===== src/rtl/multi_dataflow_engine_ctrl.sv =====
// Engine-side job controller: issues kernel starts per ready edge, counts output handshakes, aborts stalled jobs.
// Latency: job_start_i to first kernel_start_o is 1 cycle; job_done_o follows DONE state entry by 1 cycle.
// Backpressure: one start per ready rising edge; job_start_i is ignored while busy; clear_i overrides everything.
//
// Ports:
//   clk_i, rst_i          clock, asynchronous active-high reset
//   job_start_i/job_len_i job trigger and expected output count (len 0 completes immediately)
//   clear_i               synchronous abort, highest priority
//   kernel_ready_i/done_i/idle_i  adapter flags (idle is informational only)
//   kernel_start_o        one-cycle adapter start pulse
//   job_busy_o/done_o/err_o, out_cnt_o  status to the control slave
module multi_dataflow_engine_ctrl #(
    parameter int CNT_W   = 32,
    parameter int TO_W    = 16,
    parameter int TIMEOUT = 1024
) (
    input  logic             clk_i,
    input  logic             rst_i,
    input  logic             job_start_i,
    input  logic [CNT_W-1:0] job_len_i,
    input  logic             clear_i,
    input  logic             kernel_ready_i,
    input  logic             kernel_done_i,
    input  logic             kernel_idle_i,
    output logic             kernel_start_o,
    output logic             job_busy_o,
    output logic             job_done_o,
    output logic             job_err_o,
    output logic [CNT_W-1:0] out_cnt_o
);

    typedef enum logic [1:0] {
        IDLE,
        START,
        COMPUTE,
        DONE
    } state_t;

    state_t           state, state_nxt;
    logic [CNT_W-1:0] len, len_nxt;
    logic [CNT_W-1:0] issue, issue_nxt;
    logic [CNT_W-1:0] out_nxt, out_inc;
    logic [TO_W-1:0]  wdog, wdog_nxt;
    logic             ready_q;
    logic             ready_ev;
    logic             activity;
    logic             start_nxt, done_nxt, err_nxt;

    // kernel_idle_i carries no control meaning here; kept visible for debug only.
    logic unused_idle;
    assign unused_idle = kernel_idle_i;

    // The adapter holds ready high until it sees a start, so only the rising edge is an event.
    assign ready_ev = kernel_ready_i & ~ready_q;
    assign activity = ready_ev | kernel_done_i | kernel_start_o;
    assign out_inc  = out_cnt_o + CNT_W'(kernel_done_i);

    always_comb begin
        state_nxt = state;
        len_nxt   = len;
        issue_nxt = issue;
        out_nxt   = out_cnt_o;
        wdog_nxt  = wdog;
        start_nxt = 1'b0;
        err_nxt   = job_err_o;
        // Done is registered off the DONE state, so it lands one cycle after DONE is entered.
        done_nxt  = (state == DONE);

        case (state)
            IDLE: begin
                if (job_start_i) begin
                    out_nxt = '0;
                    err_nxt = 1'b0;
                    if (job_len_i != '0) begin
                        len_nxt   = job_len_i;
                        issue_nxt = '0;
                        wdog_nxt  = '0;
                        start_nxt = 1'b1;
                        state_nxt = START;
                    end else begin
                        state_nxt = DONE;
                    end
                end
            end
            START: begin
                issue_nxt = CNT_W'(1);
                state_nxt = COMPUTE;
            end
            COMPUTE: begin
                out_nxt = out_inc;
                if (out_inc == len) begin
                    // Completion suppresses any start that a same-cycle ready edge would give.
                    state_nxt = DONE;
                end else begin
                    if (ready_ev && (issue != len)) begin
                        start_nxt = 1'b1;
                        issue_nxt = issue + CNT_W'(1);
                    end
                    if (TIMEOUT != 0) begin
                        if (activity) begin
                            wdog_nxt = '0;
                        end else if (wdog == TO_W'(TIMEOUT - 1)) begin
                            err_nxt   = 1'b1;
                            state_nxt = DONE;
                        end else begin
                            wdog_nxt = wdog + TO_W'(1);
                        end
                    end
                end
            end
            DONE: begin
                state_nxt = IDLE;
            end
            default: begin
                state_nxt = IDLE;
            end
        endcase

        // Abort wins over any accepted job, issued start or pending done pulse.
        if (clear_i) begin
            state_nxt = IDLE;
            len_nxt   = '0;
            issue_nxt = '0;
            out_nxt   = '0;
            wdog_nxt  = '0;
            err_nxt   = 1'b0;
            start_nxt = 1'b0;
            done_nxt  = 1'b0;
        end
    end

    always_ff @(posedge clk_i or posedge rst_i) begin
        if (rst_i) begin
            state          <= IDLE;
            len            <= '0;
            issue          <= '0;
            out_cnt_o      <= '0;
            wdog           <= '0;
            ready_q        <= 1'b0;
            kernel_start_o <= 1'b0;
            job_busy_o     <= 1'b0;
            job_done_o     <= 1'b0;
            job_err_o      <= 1'b0;
        end else begin
            state          <= state_nxt;
            len            <= len_nxt;
            issue          <= issue_nxt;
            out_cnt_o      <= out_nxt;
            wdog           <= wdog_nxt;
            ready_q        <= kernel_ready_i;
            kernel_start_o <= start_nxt;
            job_busy_o     <= (state_nxt != IDLE);
            job_done_o     <= done_nxt;
            job_err_o      <= err_nxt;
        end
    end

endmodule


===== config.mk =====
export PLATFORM = sky130hd
export DESIGN_NAME = multi_dataflow_engine_ctrl
export DESIGN_NICKNAME = d
export VERILOG_FILES = /design/src/rtl/multi_dataflow_engine_ctrl.sv
export SDC_FILE = /design/constraint.sdc
export NUM_CORES = 1
export LEC_CHECK = 0
export ABC_AREA = 1
export BUFFER_PORTS_ARGS = -buffer_cell sky130_fd_sc_hd__buf_2
export CORE_MARGIN = 3
export CORE_UTILIZATION = 60
export CTS_CLUSTER_SIZE = 24
export DETAILED_ROUTE_END_ITERATION = 8
export GPL_TIMING_DRIVEN = 0
export PLACE_DENSITY = 0.8
export SYNTH_ARGS = -nofsm -noshare
export SYNTH_HDL_FRONTEND = slang
export SYNTH_SLANG_ARGS = --single-unit

===== constraint.sdc =====
create_clock -name clk_i -period 7.4 [get_ports clk_i]
set_input_delay 0.37 -clock clk_i [delete_from_list [all_inputs] [get_ports clk_i]]
set_output_delay 0.37 -clock clk_i [all_outputs]
set_load 0.005 [all_outputs]

=== Yosys cells after proc, flatten, opt, wreduce, memory -nomap -nowiden ===
Cells that the tools add are included.

* Input port bits: 39
* Flip-flop bits (word level): 119
* Output and inout bits: 36
* Word-level logic and storage cells: 84

* Equal/unequal tests: 13
* $add $sub $neg: 3
* Bitwise logic cells: 4
* Mux-type cells: 40
* Reduce and logical (&&, ||, !) cells: 14

{| class="wikitable"
|+ Operator list
! operator !! number
|-
| $mux W32 || 11
|-
| $mux W16 || 6
|-
| $pmux W32 S3 || 1
|-
| $pmux W32 S2 || 1
|-
| $add A32 B1 Y32 || 1
|-
| $add A32 B1 Y32 const B || 1
|-
| $eq A32 B32 Y1 || 1
|-
| $ne A32 B32 Y1 || 1
|-
| $pmux W16 S2 || 1
|-
| $reduce_bool A32 Y1 || 1
|-
| $ne A3 B3 Y1 const B || 6
|-
| $add A16 B1 Y16 const B || 1
|-
| $eq A16 B10 Y1 const B || 1
|-
| $reduce_and A5 Y1 || 3
|-
| $mux W2 || 6
|-
| $mux W1 || 11
|-
| $pmux W2 S4 || 1
|-
| $reduce_bool A2 Y1 || 4
|-
| $eq A2 B2 Y1 const B || 2
|-
| $ne A4 B4 Y1 const B || 1
|-
| $pmux W1 S2 || 2
|-
| $reduce_bool A4 Y1 || 1
|-
| $reduce_and A3 Y1 || 1
|-
| $reduce_bool A3 Y1 || 1
|-
| other kinds (7) || 8
|}

=== Logic depth before layout (Yosys ltp) ===
* Depth after elaboration: 9
* Depth in mapped cells: 21

=== Worst setup path after synthesis ===
No wires, ideal clock.

* Path type: flip-flop to flip-flop
* Start point: register out_cnt_o[0]
* End point: register wdog[0]
* Setup slack: 4,926 ps
* Buffers on the path: 2
* Stages on the path, launching flop included: 20
* Required time: 7,283 ps
* Library setup time: 117 ps
* Period minus slack after synthesis: 2,474 ps
* Arrival: 2,357 ps
* Cells stage by stage: dfrtp_1 -> ha_1 -> ha_1 -> nand3_1 -> inv_2 -> nand2_2 -> nor2_1 -> nand2_1 -> nand2_1 -> nor2_1 -> nor2_1 -> nand2_1 -> nor2_1 -> nand2_1 -> nor2_2 -> nand4_2 -> buf_6 -> buf_2 -> nand4_1 -> nand2_1

* Longest elaborated chain between the ends: 4

{| class="wikitable"
|+ Ends and longest elaborated chain
! item !! RTL line !! source
|-
| from (decl) || 29 || <nowiki>output logic [CNT_W-1:0] out_cnt_o</nowiki>
|-
| from (signal assigned) || 148 || <nowiki>out_cnt_o <= out_nxt;</nowiki>
|-
| $add A32 B1 Y32 || 56 || <nowiki>assign out_inc = out_cnt_o + CNT_W'(kernel_done_i);</nowiki>
|-
| $eq A32 B32 Y1 || 91 || <nowiki>if (out_inc == len) begin</nowiki>
|-
| $ne A3 B3 Y1 (no source line) || n/a ||
|-
| $reduce_and A5 Y1 (no source line) || n/a ||
|-
| to (signal assigned) || 149 || <nowiki>wdog <= wdog_nxt;</nowiki>
|-
| to (decl) || 43 || <nowiki>logic [TO_W-1:0] wdog, wdog_nxt;</nowiki>
|}

Every way passes these cells.
A chain may end at the register's enable or synchronous reset.

=== Worst setup path after layout ===
* Start point: register out_cnt_o[0]
* End point: register issue[10]

* Longest elaborated chain between the ends: 4

{| class="wikitable"
|+ Ends and longest elaborated chain
! item !! RTL line !! source
|-
| $add A32 B1 Y32 || 56 ||
|-
| $eq A32 B32 Y1 || 91 ||
|-
| $ne A3 B3 Y1 (no source line) || n/a ||
|-
| $reduce_and A5 Y1 (no source line) || n/a ||
|-
| to (signal assigned) || 147 || <nowiki>issue <= issue_nxt;</nowiki>
|-
| to (decl) || 41 || <nowiki>logic [CNT_W-1:0] issue, issue_nxt;</nowiki>
|}

Every way passes these cells.

==> impl_metrics.json <==
{
  "synth-edff-count": 0,
  "worstPathRequired_ps": 7700,
  "port_buffers": 72,
  "tritoncts": "yes",
  "ys_types": 40,
  "hpwl_um": 20550,
  "synth_ff_type": "dfrtp_1",
  "startpoint_type": "flop",
  "synthArstFlopShare_pct": 100.0,
  "cp.arrival_ps": 3600,
  "vias_per_cell": 5.821,
  "setup_violations": 0,
  "cts_root_buffer": "clkbuf_16",
  "yosys-top-cells-area": "dfrtp_1 (36%), nand2_1 (17%), nand3_1 (7.5%), inv_1 (7.3%), nor2_1 (6.0%)",
  "io_pins": 75,
  "rows": 42,
  "antennaDiodeCount": 0,
  "grt_usage_pct": 35.61,
  "yosys.area.top_type": "dfrtp_1",
  "grt_pass1_wl_um": 41650,
  "wl_um": 26650,
  "rsz0062_at_grt": "no",
  "syn_inst": 1243,
  "avgSynthCellArea_um2": 6.692,
  "clockBufferDepth": 2,
  "powerDensity_nw_per_um2": 224.1,
  "drt_iter0_markers": 998,
  "overflow": 0,
  "fin_nets": 1384,
  "die_w_um": 123.7,
  "ys_seq_elements": 119,
  "drtAntennaViolNets": 0,
  "fmax_mhz": 303.2,
  "slew_headroom_pct": 40.86,
  "wl_per_cell_um": 17.51,
  "worstMarginPinSlew_ps": 878.9,
  "crit_type": "flop to flop",
  "finalCritPeriodShare_pct": 44.58,
  "ctsHtreeMaxLevel": 4,
  "die_y_um": 123.7,
  "synth_commonest_cells": "nand2_1 (366), inv_1 (162), nor2_1 (133)",
  "peakVddDrop_mv": 0.1538,
  "drive_above_1_share_pct": 10.03,
  "cp_max_fo": 10,
  "clock_latency_ps": 430,
  "min_path_type": "input pin to flop",
  "crit_path_end_kind": "flop",
  "period_minus_slack_ps": 3299,
  "nFillCells": 1183,
  "grt_pass1_vias": 7896,
  "slew_violations": 0,
  "drcViolationCount": 0,
  "drt-pass1-iter-count": 6,
  "coreArea_um2": 13400,
  "grt_max_degree": 98,
  "vias": 8860,
  "path_clk_slew_ps": 50,
  "power_mw": 2.122,
  "yosys_warnings": 0,
  "finalSetupTns_ps": 0,
  "initial_core_util_pct": 62.07,
  "gp_congestion": 0.9964,
  "netlist_area_um2": 8318,
  "cts_buffers": 17,
  "hold_violations": 0,
  "die_area_um2": 15310,
  "ys_seq_area_share_pct": 35.80,
  "r2r_setup_slack_ps": 4100,
  "drv_cap": 0,
  "p_leak_nw": 4.306,
  "syn2layout_area_growth_pct": 13.82,
  "antenna_found_initial": 0,
  "synth_top_area_share_pct": 35.80,
  "synth.most_common_cell": "nand2_1",
  "clock-sinks": 119,
  "syn_nets": 1291,
  "clock-skew-final_ps": 6.264,
  "run_status": "complete, no violations"
}
[stage by stage]
step	setup WS [ps]	instance area [um^2]	cells	utilization, %	hold slack, ps
after floorplan	3873	8318	1243	-	401.4
after global placement	2479	8899	1491	66.41	475.5
after detailed placement	4084	8931	1492	66.65	332.9
after CTS	4160	9468	1522	70.65	70.38
after global routing	3820	9468	1522	70.65	70.88
final	4101	9468	1522	70.65	70.24
[critical path, stage by stage (launching register included)]
cell	delay [ps]
dfrtp_1	380
ha_1	270
ha_1	240
nand3_1	200
nor2_1	280
nand3_1	210
nor2_1	240
nand2_1	110
nand3_1	100
nand2_1	100
nor2_1	100
nand2_1	70
nor2_2	110
nand4_2	110
nand2_2	280
buf_2	260
o21ai_0	110
[state kept, by name (all words and copies together) (netlist names)]
signal	count
issue	32
job_busy_o	1
job_done_o	1
job_err_o	1
kernel_start_o	1
len	32
out_cnt_o	32
ready_q	1
state	2
wdog	16
[kinds of logic after synthesis]
group | count (synthesis) | share of synthesized area, %
AND/OR/NAND/NOR | 746 | 39.32
buffers and inverters | 202 | 9.537
flip-flops | 119 | 35.80
AO/OA/AOI/OAI | 115 | 8.183
XOR/XNOR | 52 | 5.806
adder cells (fa/ha/maj) | 9 | 1.354
[layout make-up]
type / instances / area (um^2) / share of cell area [%]
multi-input combinational: 922 / 4547 / 48.02
clock buffer: 26 / 509.2 / 5.379
clock inverter: 3 / 17.52 / 0.1850
tap: 176 / 220.2 / 2.326
buffer: 38 / 177.7 / 1.877
timing repair buffer: 74 / 397.9 / 4.202
sequential: 119 / 2978 / 31.45
inverter: 164 / 620.6 / 6.555
[final timing paths]
| kind | startpoint | to | cells after the start |
|---|---|---|---|
| min reg2reg | job_err_o | job_err_o | 2 |
| min in group asynchronous | rst_i | out_cnt_o[1] | 3 |
| max | out_cnt_o[0] | issue[10] | 16 |
| max in group asynchronous | rst_i | issue[21] | 4 |
| min | kernel_ready_i | ready_q | 1 |
| max reg2reg | out_cnt_o[0] | issue[10] | 16 |
[routing by layer]
metal | GRT usage (%) | routed length, um
met3 | 4.678 | 2025
met2 | 57.18 | 12360
met1 | 48.30 | 11090
met5 | 0 | 0
met4 | 15.64 | 1170
[power breakdown]
part,internal (mW),switching [mW]
Combinational,0.173,0.443
Sequential,0.696,0.0505
Clock,0.465,0.294
[cells in the final DEF (no fill, tap or decap), types with 28 or more instances in the layout]
cell type	instances
buf_2	76
clkbuf_1	28
dfrtp_1	119
inv_1	161
nand2_1	366
nand3_1	124
nand4_1	48
nor2_1	133
nor3_1	29
o21ai_0	38
o22ai_1	57
xor2_1	41
[repair_timing]
item,in CTS,in global routing
gates resized for setup,0,0
buffers inserted,0,0
hold endpoints to repair,22,0
hold buffers,1,0
Power figures use the tool's default switching activity.
